`config.mk`:
```
export PLATFORM = sky130hd
export DESIGN_NAME = bldc_pwm_dt
export DESIGN_NICKNAME = d
export VERILOG_FILES = /design/src/rtl/bldc_pkg.sv /design/src/rtl/bldc_pwm_cnt.sv /design/src/rtl/bldc_pwm_dt.sv
export SDC_FILE = /design/constraint.sdc
export NUM_CORES = 1
export LEC_CHECK = 0
export ABC_AREA = 1
export ABC_CLOCK_PERIOD_IN_PS = 2050
export CAP_MARGIN = 20
export CORE_UTILIZATION = 50
export DETAILED_ROUTE_END_ITERATION = 12
export DONT_BUFFER_PORTS = 1
export HOLD_SLACK_MARGIN = 0.08
export MAX_ROUTING_LAYER = met4
export PLACE_DENSITY_LB_ADDON = 0.3
export SLEW_MARGIN = 10
export SYNTH_ARGS = -nofsm -noshare
export SYNTH_HDL_FRONTEND = slang
export SYNTH_SLANG_ARGS = --single-unit
```
`constraint.sdc`:
```
create_clock -name clk -period 2.05 [get_ports clk]
set_input_delay 0.205 -clock clk [delete_from_list [all_inputs] [get_ports clk]]
set_output_delay 0.205 -clock clk [all_outputs]
set_load 0.1 [all_outputs]
```
`src/rtl/bldc_pkg.sv`:
```
// Shared types and constants for the BLDC PWM / commutation generator:
// commutation step encodings, counting modes and the gate-drive bundle.
package bldc_pkg;

    localparam int CNT_W_DEF = 12;
    localparam int DT_W_DEF  = 8;

    localparam logic MODE_EDGE   = 1'b0;
    localparam logic MODE_CENTER = 1'b1;

    typedef enum logic {
        DIR_UP   = 1'b0,
        DIR_DOWN = 1'b1
    } dir_e;

    typedef enum logic [2:0] {
        COMM_OFF     = 3'b000,
        COMM_AP_BN   = 3'b001,
        COMM_AP_CN   = 3'b010,
        COMM_BP_CN   = 3'b011,
        COMM_BP_AN   = 3'b100,
        COMM_CP_AN   = 3'b101,
        COMM_CP_BN   = 3'b110,
        COMM_ALL_OFF = 3'b111
    } comm_e;

    typedef struct packed {
        logic pos_a;
        logic neg_a;
        logic pos_b;
        logic neg_b;
        logic pos_c;
        logic neg_c;
    } gate_t;

    // Only the selected high-side/low-side pair follows the PWM; a leg's pos and
    // neg are never both selected, so shoot-through is impossible by construction.
    function automatic gate_t comm_decode(input logic [2:0] step, input logic on);
        gate_t g;
        g = '0;
        case (step)
            COMM_AP_BN: begin g.pos_a = on; g.neg_b = on; end
            COMM_AP_CN: begin g.pos_a = on; g.neg_c = on; end
            COMM_BP_CN: begin g.pos_b = on; g.neg_c = on; end
            COMM_BP_AN: begin g.pos_b = on; g.neg_a = on; end
            COMM_CP_AN: begin g.pos_c = on; g.neg_a = on; end
            COMM_CP_BN: begin g.pos_c = on; g.neg_b = on; end
            default:    g = '0;
        endcase
        return g;
    endfunction

endpackage

```
`src/rtl/bldc_pwm_cnt.sv`:
```
// PWM period counter: edge/center-aligned counting, shadowed period/duty/mode
// registers that reload only at a period boundary, and the boundary flag.
module bldc_pwm_cnt
    import bldc_pkg::*;
#(
    parameter int CNT_W = CNT_W_DEF
) (
    input  logic             clk,
    input  logic             rst_n,
    input  logic             en,
    input  logic             center_i,
    input  logic [CNT_W-1:0] period_i,
    input  logic [CNT_W-1:0] duty_i,
    output logic [CNT_W-1:0] cnt,
    output logic [CNT_W-1:0] period_sh,
    output logic [CNT_W-1:0] duty_sh,
    output logic             center_sh,
    output logic             boundary
);

    localparam logic [CNT_W-1:0] ONE = CNT_W'(1);

    dir_e dir;

    // NOTE: every signal written in always_comb gets a default first, so no
    // path leaves it unassigned and no latch is inferred.
    always_comb begin
        boundary = 1'b0;
        if (en) begin
            if (period_sh == '0)
                boundary = 1'b1;
            else if (center_sh == MODE_EDGE)
                boundary = (cnt == period_sh);
            else
                // P=1 never counts down through 1, so it closes on the way up
                boundary = (cnt == ONE) && ((dir == DIR_DOWN) || (period_sh == ONE));
        end
    end

    // NOTE: sequential state uses non-blocking assignments so every flop
    // samples pre-edge values, independent of statement order.
    always_ff @(posedge clk or negedge rst_n) begin
        if (!rst_n) begin
            cnt       <= '0;
            dir       <= DIR_UP;
            period_sh <= '0;
            duty_sh   <= '0;
            center_sh <= MODE_EDGE;
        end else if (!en || boundary) begin
            cnt       <= '0;
            dir       <= DIR_UP;
            period_sh <= period_i;
            duty_sh   <= duty_i;
            center_sh <= center_i;
        end else if (center_sh == MODE_CENTER) begin
            if (dir == DIR_UP) begin
                if (cnt == period_sh) begin
                    dir <= DIR_DOWN;
                    cnt <= cnt - ONE;
                end else begin
                    cnt <= cnt + ONE;
                end
            end else begin
                cnt <= cnt - ONE;
            end
        end else begin
            cnt <= cnt + ONE;
        end
    end

endmodule

```
`src/rtl/bldc_pwm_dt.sv`:
```
// Six-output BLDC PWM/commutation generator with dead-time blanking on step
// changes. Define BLDC_PWM_FAULT_EN to add the sticky fault shutdown input.
module bldc_pwm_dt
    import bldc_pkg::*;
#(
    parameter int CNT_W = CNT_W_DEF,
    parameter int DT_W  = DT_W_DEF
) (
    input  logic             clk,
    input  logic             rst_n,
    input  logic             pwm_en_i,
    input  logic             center_i,
    input  logic [CNT_W-1:0] pwm_period_i,
    input  logic [CNT_W-1:0] pwm_duty_i,
    input  logic [2:0]       comm_i,
    input  logic [DT_W-1:0]  dt_i,
    output logic             pwm_posa_o,
    output logic             pwm_nega_o,
    output logic             pwm_posb_o,
    output logic             pwm_negb_o,
    output logic             pwm_posc_o,
    output logic             pwm_negc_o,
    output logic             pwm_middle_o,
    output logic             period_end_o
`ifdef BLDC_PWM_FAULT_EN
    ,
    input  logic             fault_i,
    input  logic             fault_clr_i,
    output logic             fault_o
`endif
);

    logic [CNT_W-1:0] cnt, period_sh, duty_sh;
    logic             center_sh, boundary;
    logic             pwm_on, mid_set, fault_active;
    logic [2:0]       comm_q;
    logic [DT_W-1:0]  dt_cnt;
    gate_t            gate_next, gate_q;
    logic             mid_q, period_end_q;

    bldc_pwm_cnt #(.CNT_W(CNT_W)) u_cnt (
        .clk       (clk),
        .rst_n     (rst_n),
        .en        (pwm_en_i),
        .center_i  (center_i),
        .period_i  (pwm_period_i),
        .duty_i    (pwm_duty_i),
        .cnt       (cnt),
        .period_sh (period_sh),
        .duty_sh   (duty_sh),
        .center_sh (center_sh),
        .boundary  (boundary)
    );

`ifdef BLDC_PWM_FAULT_EN
    logic fault_q;

    always_ff @(posedge clk or negedge rst_n) begin
        if (!rst_n)           fault_q <= 1'b0;
        else if (fault_i)     fault_q <= 1'b1;
        else if (fault_clr_i) fault_q <= 1'b0;
    end

    // The raw input also blocks, so the gates drop on the very next edge
    assign fault_active = fault_i | fault_q;
    assign fault_o      = fault_q;
`else
    assign fault_active = 1'b0;
`endif

    assign pwm_on  = pwm_en_i && (period_sh != '0) && (cnt < duty_sh);
    assign mid_set = (center_sh == MODE_CENTER) ? boundary : (cnt == (duty_sh >> 1));

    always_comb begin
        gate_next = comm_decode(comm_q, pwm_on);
        if ((dt_cnt != '0) || fault_active)
            gate_next = '0;
    end

    always_ff @(posedge clk or negedge rst_n) begin
        if (!rst_n) begin
            comm_q       <= 3'b000;
            dt_cnt       <= '0;
            gate_q       <= '0;
            mid_q        <= 1'b0;
            period_end_q <= 1'b0;
        end else begin
            comm_q       <= comm_i;
            gate_q       <= gate_next;
            period_end_q <= boundary;
            // A step change (re)starts blanking, even mid-blank
            if (comm_i != comm_q)
                dt_cnt <= dt_i;
            else if (dt_cnt != '0)
                dt_cnt <= dt_cnt - DT_W'(1);
            if (!pwm_on)
                mid_q <= 1'b0;
            else if (mid_set)
                mid_q <= 1'b1;
        end
    end

    assign pwm_posa_o   = gate_q.pos_a;
    assign pwm_nega_o   = gate_q.neg_a;
    assign pwm_posb_o   = gate_q.pos_b;
    assign pwm_negb_o   = gate_q.neg_b;
    assign pwm_posc_o   = gate_q.pos_c;
    assign pwm_negc_o   = gate_q.neg_c;
    assign pwm_middle_o = mid_q;
    assign period_end_o = period_end_q;

endmodule

```
==> impl_metrics.json <==
{
  "grt_pass1_vias": 3406,
  "cpMostUsedCell": "nand2_1",
  "dp_hpwl_mm": 6.64,
  "seq_power_share_pct": 45.4,
  "hold_class": "in -> reg",
  "port-buffer-count": 0,
  "viasPerCell": 5.11,
  "start_util_pct": 52.7,
  "antenna_cells": 0,
  "die_x_um": 87.3,
  "switching_share_pct": 28.8,
  "yosys_warnings": 0,
  "cp_max_fo": 20,
  "synth_nets": 557,
  "maxCapViolations": 0,
  "critPathMaxStageDelay_ns": 0.50,
  "setup-tns-final_ns": 0,
  "power_leakage_nw": 2.26,
  "first_pass_iters": 5,
  "cts_tree": "built",
  "clockBufferDepth": 2,
  "hold_viol": 0,
  "core-area_sq_um": 6910,
  "regArea_sq_um": 1430,
  "worst_slew_pin_slew_ns": 0.430,
  "fmax_ghz": 0.535,
  "synth_area_leaders": "dfrtp_1 (39%), nand2_1 (17%), inv_1 (5.6%), o21ai_0 (5.4%), ha_1 (5.2%)",
  "synthTopCellsByCount": "nand2_1 (165), dfrtp_1 (57), inv_1 (54)",
  "rows": 30,
  "clock_sinks": 57,
  "place_inst": 601,
  "multi_input_area_sq_um": 1870,
  "peakVddDrop_uv": 550,
  "slew_viol_final": 0,
  "synth_ff_type": "dfrtp_1",
  "slew_headroom_pct": 71.1,
  "worstSkewPairLatency_ns": 0.33,
  "drcViolationCount": 0,
  "vias": 3340,
  "crit_family": "simple AND/OR/NAND/NOR gates",
  "async_flop_share_pct": 100,
  "cp-end-kind": "flip-flop",
  "ys_seq_area_share_pct": 39.2,
  "path_cells": "inv_2 -> nand2_1 -> nand2_1 -> nand2_1 -> nor2_2 -> nand4_2 -> nand3_2 -> buf_4 -> nand2_1 -> o21ai_0",
  "yosysMostFrequentCell": "nand2_1",
  "synth-edff-count": 0,
  "root_buffer": "clkbuf_8",
  "finClkSkew_ns": 0.0137,
  "fin_cells": 653,
  "period_share_pct": 91.2,
  "synth_top_cell_area_share_pct": 39.2,
  "cts_setup_buffers": 0,
  "min_period_ns": 1.87,
  "clk_pin_slew_ns": 0.07,
  "yosysTopAreaCell": "dfrtp_1",
  "grt-ovfl-total": 0,
  "switchingPower_w": 0.000803,
  "drt_iter0_markers": 262,
  "antenna_found_initial": 0,
  "syn2layout_area_growth_pct": 20.7,
  "numCtsBuffers": 9,
  "grt_setup_unrepaired": "no",
  "die_area_sq_um": 7620,
  "synth.avg_cell_area_sq_um": 7.23,
  "drtAntennaViolNets": 0,
  "p_per_area_nw_per_um2": 635,
  "final-setup-viol-count": 0,
  "avgRoutedWirePerCell_um": 14.3,
  "place_congestion": 0.963,
  "cp.buffers_inverters": 2,
  "yosysUniqueCellTypes": 32,
  "power_frac_clock_pct": 36.9,
  "worstSetupStartpointType": "flip-flop",
  "arrival_ns": 2.11,
  "grt_util_all_layers_pct": 28.0,
  "ys_ff_latch": 57,
  "pwr-share-comb_pct": 17.7,
  "layout-drive-gt1-share_pct": 9.87,
  "nets": 607,
  "outcome": "completed",
  "crit_required_ns": 2.29,
  "crit_type": "reg -> reg",
  "mappedNetlistArea_sq_um": 3640,
  "p_int_w": 0.00199,
  "finalWirelength_mm": 9.36,
  "pin_count": 47,
  "cp_slowest_cell": "dfrtp_1",
  "grt_pass1_wl_mm": 15.8,
  "nFillCells": 660,
  "postLayoutCoreUtil_pct": 63.6,
  "grt_max_degree": 58,
  "die_h_um": 87.3,
  "postSynthCellCount": 503,
  "htree_levels": 3
}
state kept, by name (all words and copies together) (netlist names):
signal / cells
comm_q: 3
dt_cnt: 8
period_end_o: 1
pwm_middle_o: 1
pwm_nega_o: 1
pwm_negb_o: 1
pwm_negc_o: 1
pwm_posa_o: 1
pwm_posb_o: 1
pwm_posc_o: 1
u_cnt.center_sh: 1
u_cnt.cnt: 12
u_cnt.dir: 1
u_cnt.duty_sh: 12
u_cnt.period_sh: 12
worst reg2reg max path, cell delays in order (launching register included):
cell	delay, ns
dfrtp_1	0.50
inv_2	0.18
nand2_1	0.08
nand2_1	0.06
nand2_1	0.06
nor2_2	0.15
nand4_2	0.17
nand3_2	0.16
buf_4	0.24
nand2_1	0.09
o21ai_0	0.10
placed cells by master, fill, tap and decap left out, types with 2 or more instances in the layout:
master	n
a21oi_1	16
a31oi_1	2
buf_12	2
buf_4	15
clkbuf_8	10
clkinv_2	2
dfrtp_1	56
dlygate4sd3_1	36
ha_1	15
inv_1	54
inv_2	9
nand2_1	165
nand3_1	30
nand3_2	2
nand3b_1	2
nand4_1	4
nor2_1	39
nor2_2	3
nor2_4	2
nor3_1	8
o211ai_1	2
o21ai_0	39
o21ai_1	2
o22ai_1	7
xnor2_1	8
xor2_1	15
worst paths after layout:
kind,slack (ns),startpoint,to,cells past startpoint
worst max-delay path,0.18,u_cnt.cnt[9],u_cnt.duty_sh[8],10
worst min-delay path,0.11,pwm_en_i,period_end_o,2
worst max register to register,0.18,u_cnt.cnt[9],u_cnt.duty_sh[8],10
worst min register to register,0.49,u_cnt.duty_sh[0],u_cnt.duty_sh[0],2
max in group asynchronous,1.39,rst_n,u_cnt.cnt[1],2
min in group asynchronous,0.41,rst_n,u_cnt.cnt[11],2
stage by stage:
| step | setup slack, ns | total power [W] | cell area [sq um] | hold slack (ns) |
|---|---|---|---|---|
| floorplan | 0.444 | 0.00159 | 3640 | -0.0906 |
| global placement | 0.190 | 0.00168 | 3810 | -0.0887 |
| detailed placement | 0.195 | 0.00169 | 3810 | -0.0882 |
| CTS | 0.182 | 0.00280 | 4390 | 0.0903 |
| global route | 0.00743 | 0.00294 | 4390 | 0.112 |
| finish | 0.180 | 0.00279 | 4390 | 0.106 |
final cells by class:
type                    instances  area share (%)
well taps                      96            2.73
repair buffers                 54            12.3
clock buffers                  10            3.13
flip-flops and latches         57            32.5
multi-input cells             368            42.7
inverters                      63            5.38
clock inverters                 5            1.28
power groups by stage:
| stage | logic, W | registers [W] | clock network [W] |
|---|---|---|---|
| final | 0.000495 | 0.00127 | 0.00103 |
| after global routing | 0.000567 | 0.00127 | 0.00109 |
| after CTS | 0.000493 | 0.00126 | 0.00104 |
| after detailed placement | 0.000405 | 0.00128 | 0 |
| after global placement | 0.000396 | 0.00128 | 0 |
| after floorplan | 0.000331 | 0.00126 | 0 |
routing by layer:
layer	part of all wire [%]	vias up	GRT usage (%)
li1	-	1696	-
met4	0.93	0	7.60
met5	0	-	-
met1	46	1545	35.4
met2	48	95	46.1
met3	4.5	4	5.31
cell families after synthesis:
family	after synthesis	share of synthesized area [%]
adders and majority gates	15	5.16
buffers and inverters	78	9.28
and+or+nand+nor	261	30.8
AOI/OAI and AO/OA	69	10.0
DFF	57	39.2
xor gates and xnor gates	23	5.54
repair_timing:
action	4_1_cts	5_1_grt
endpoints found under the setup margin	0	4
hold endpoints to repair	92	0
hold buffers	37	0
gates resized for setup	0	1
Power figures use the tool's default switching activity.
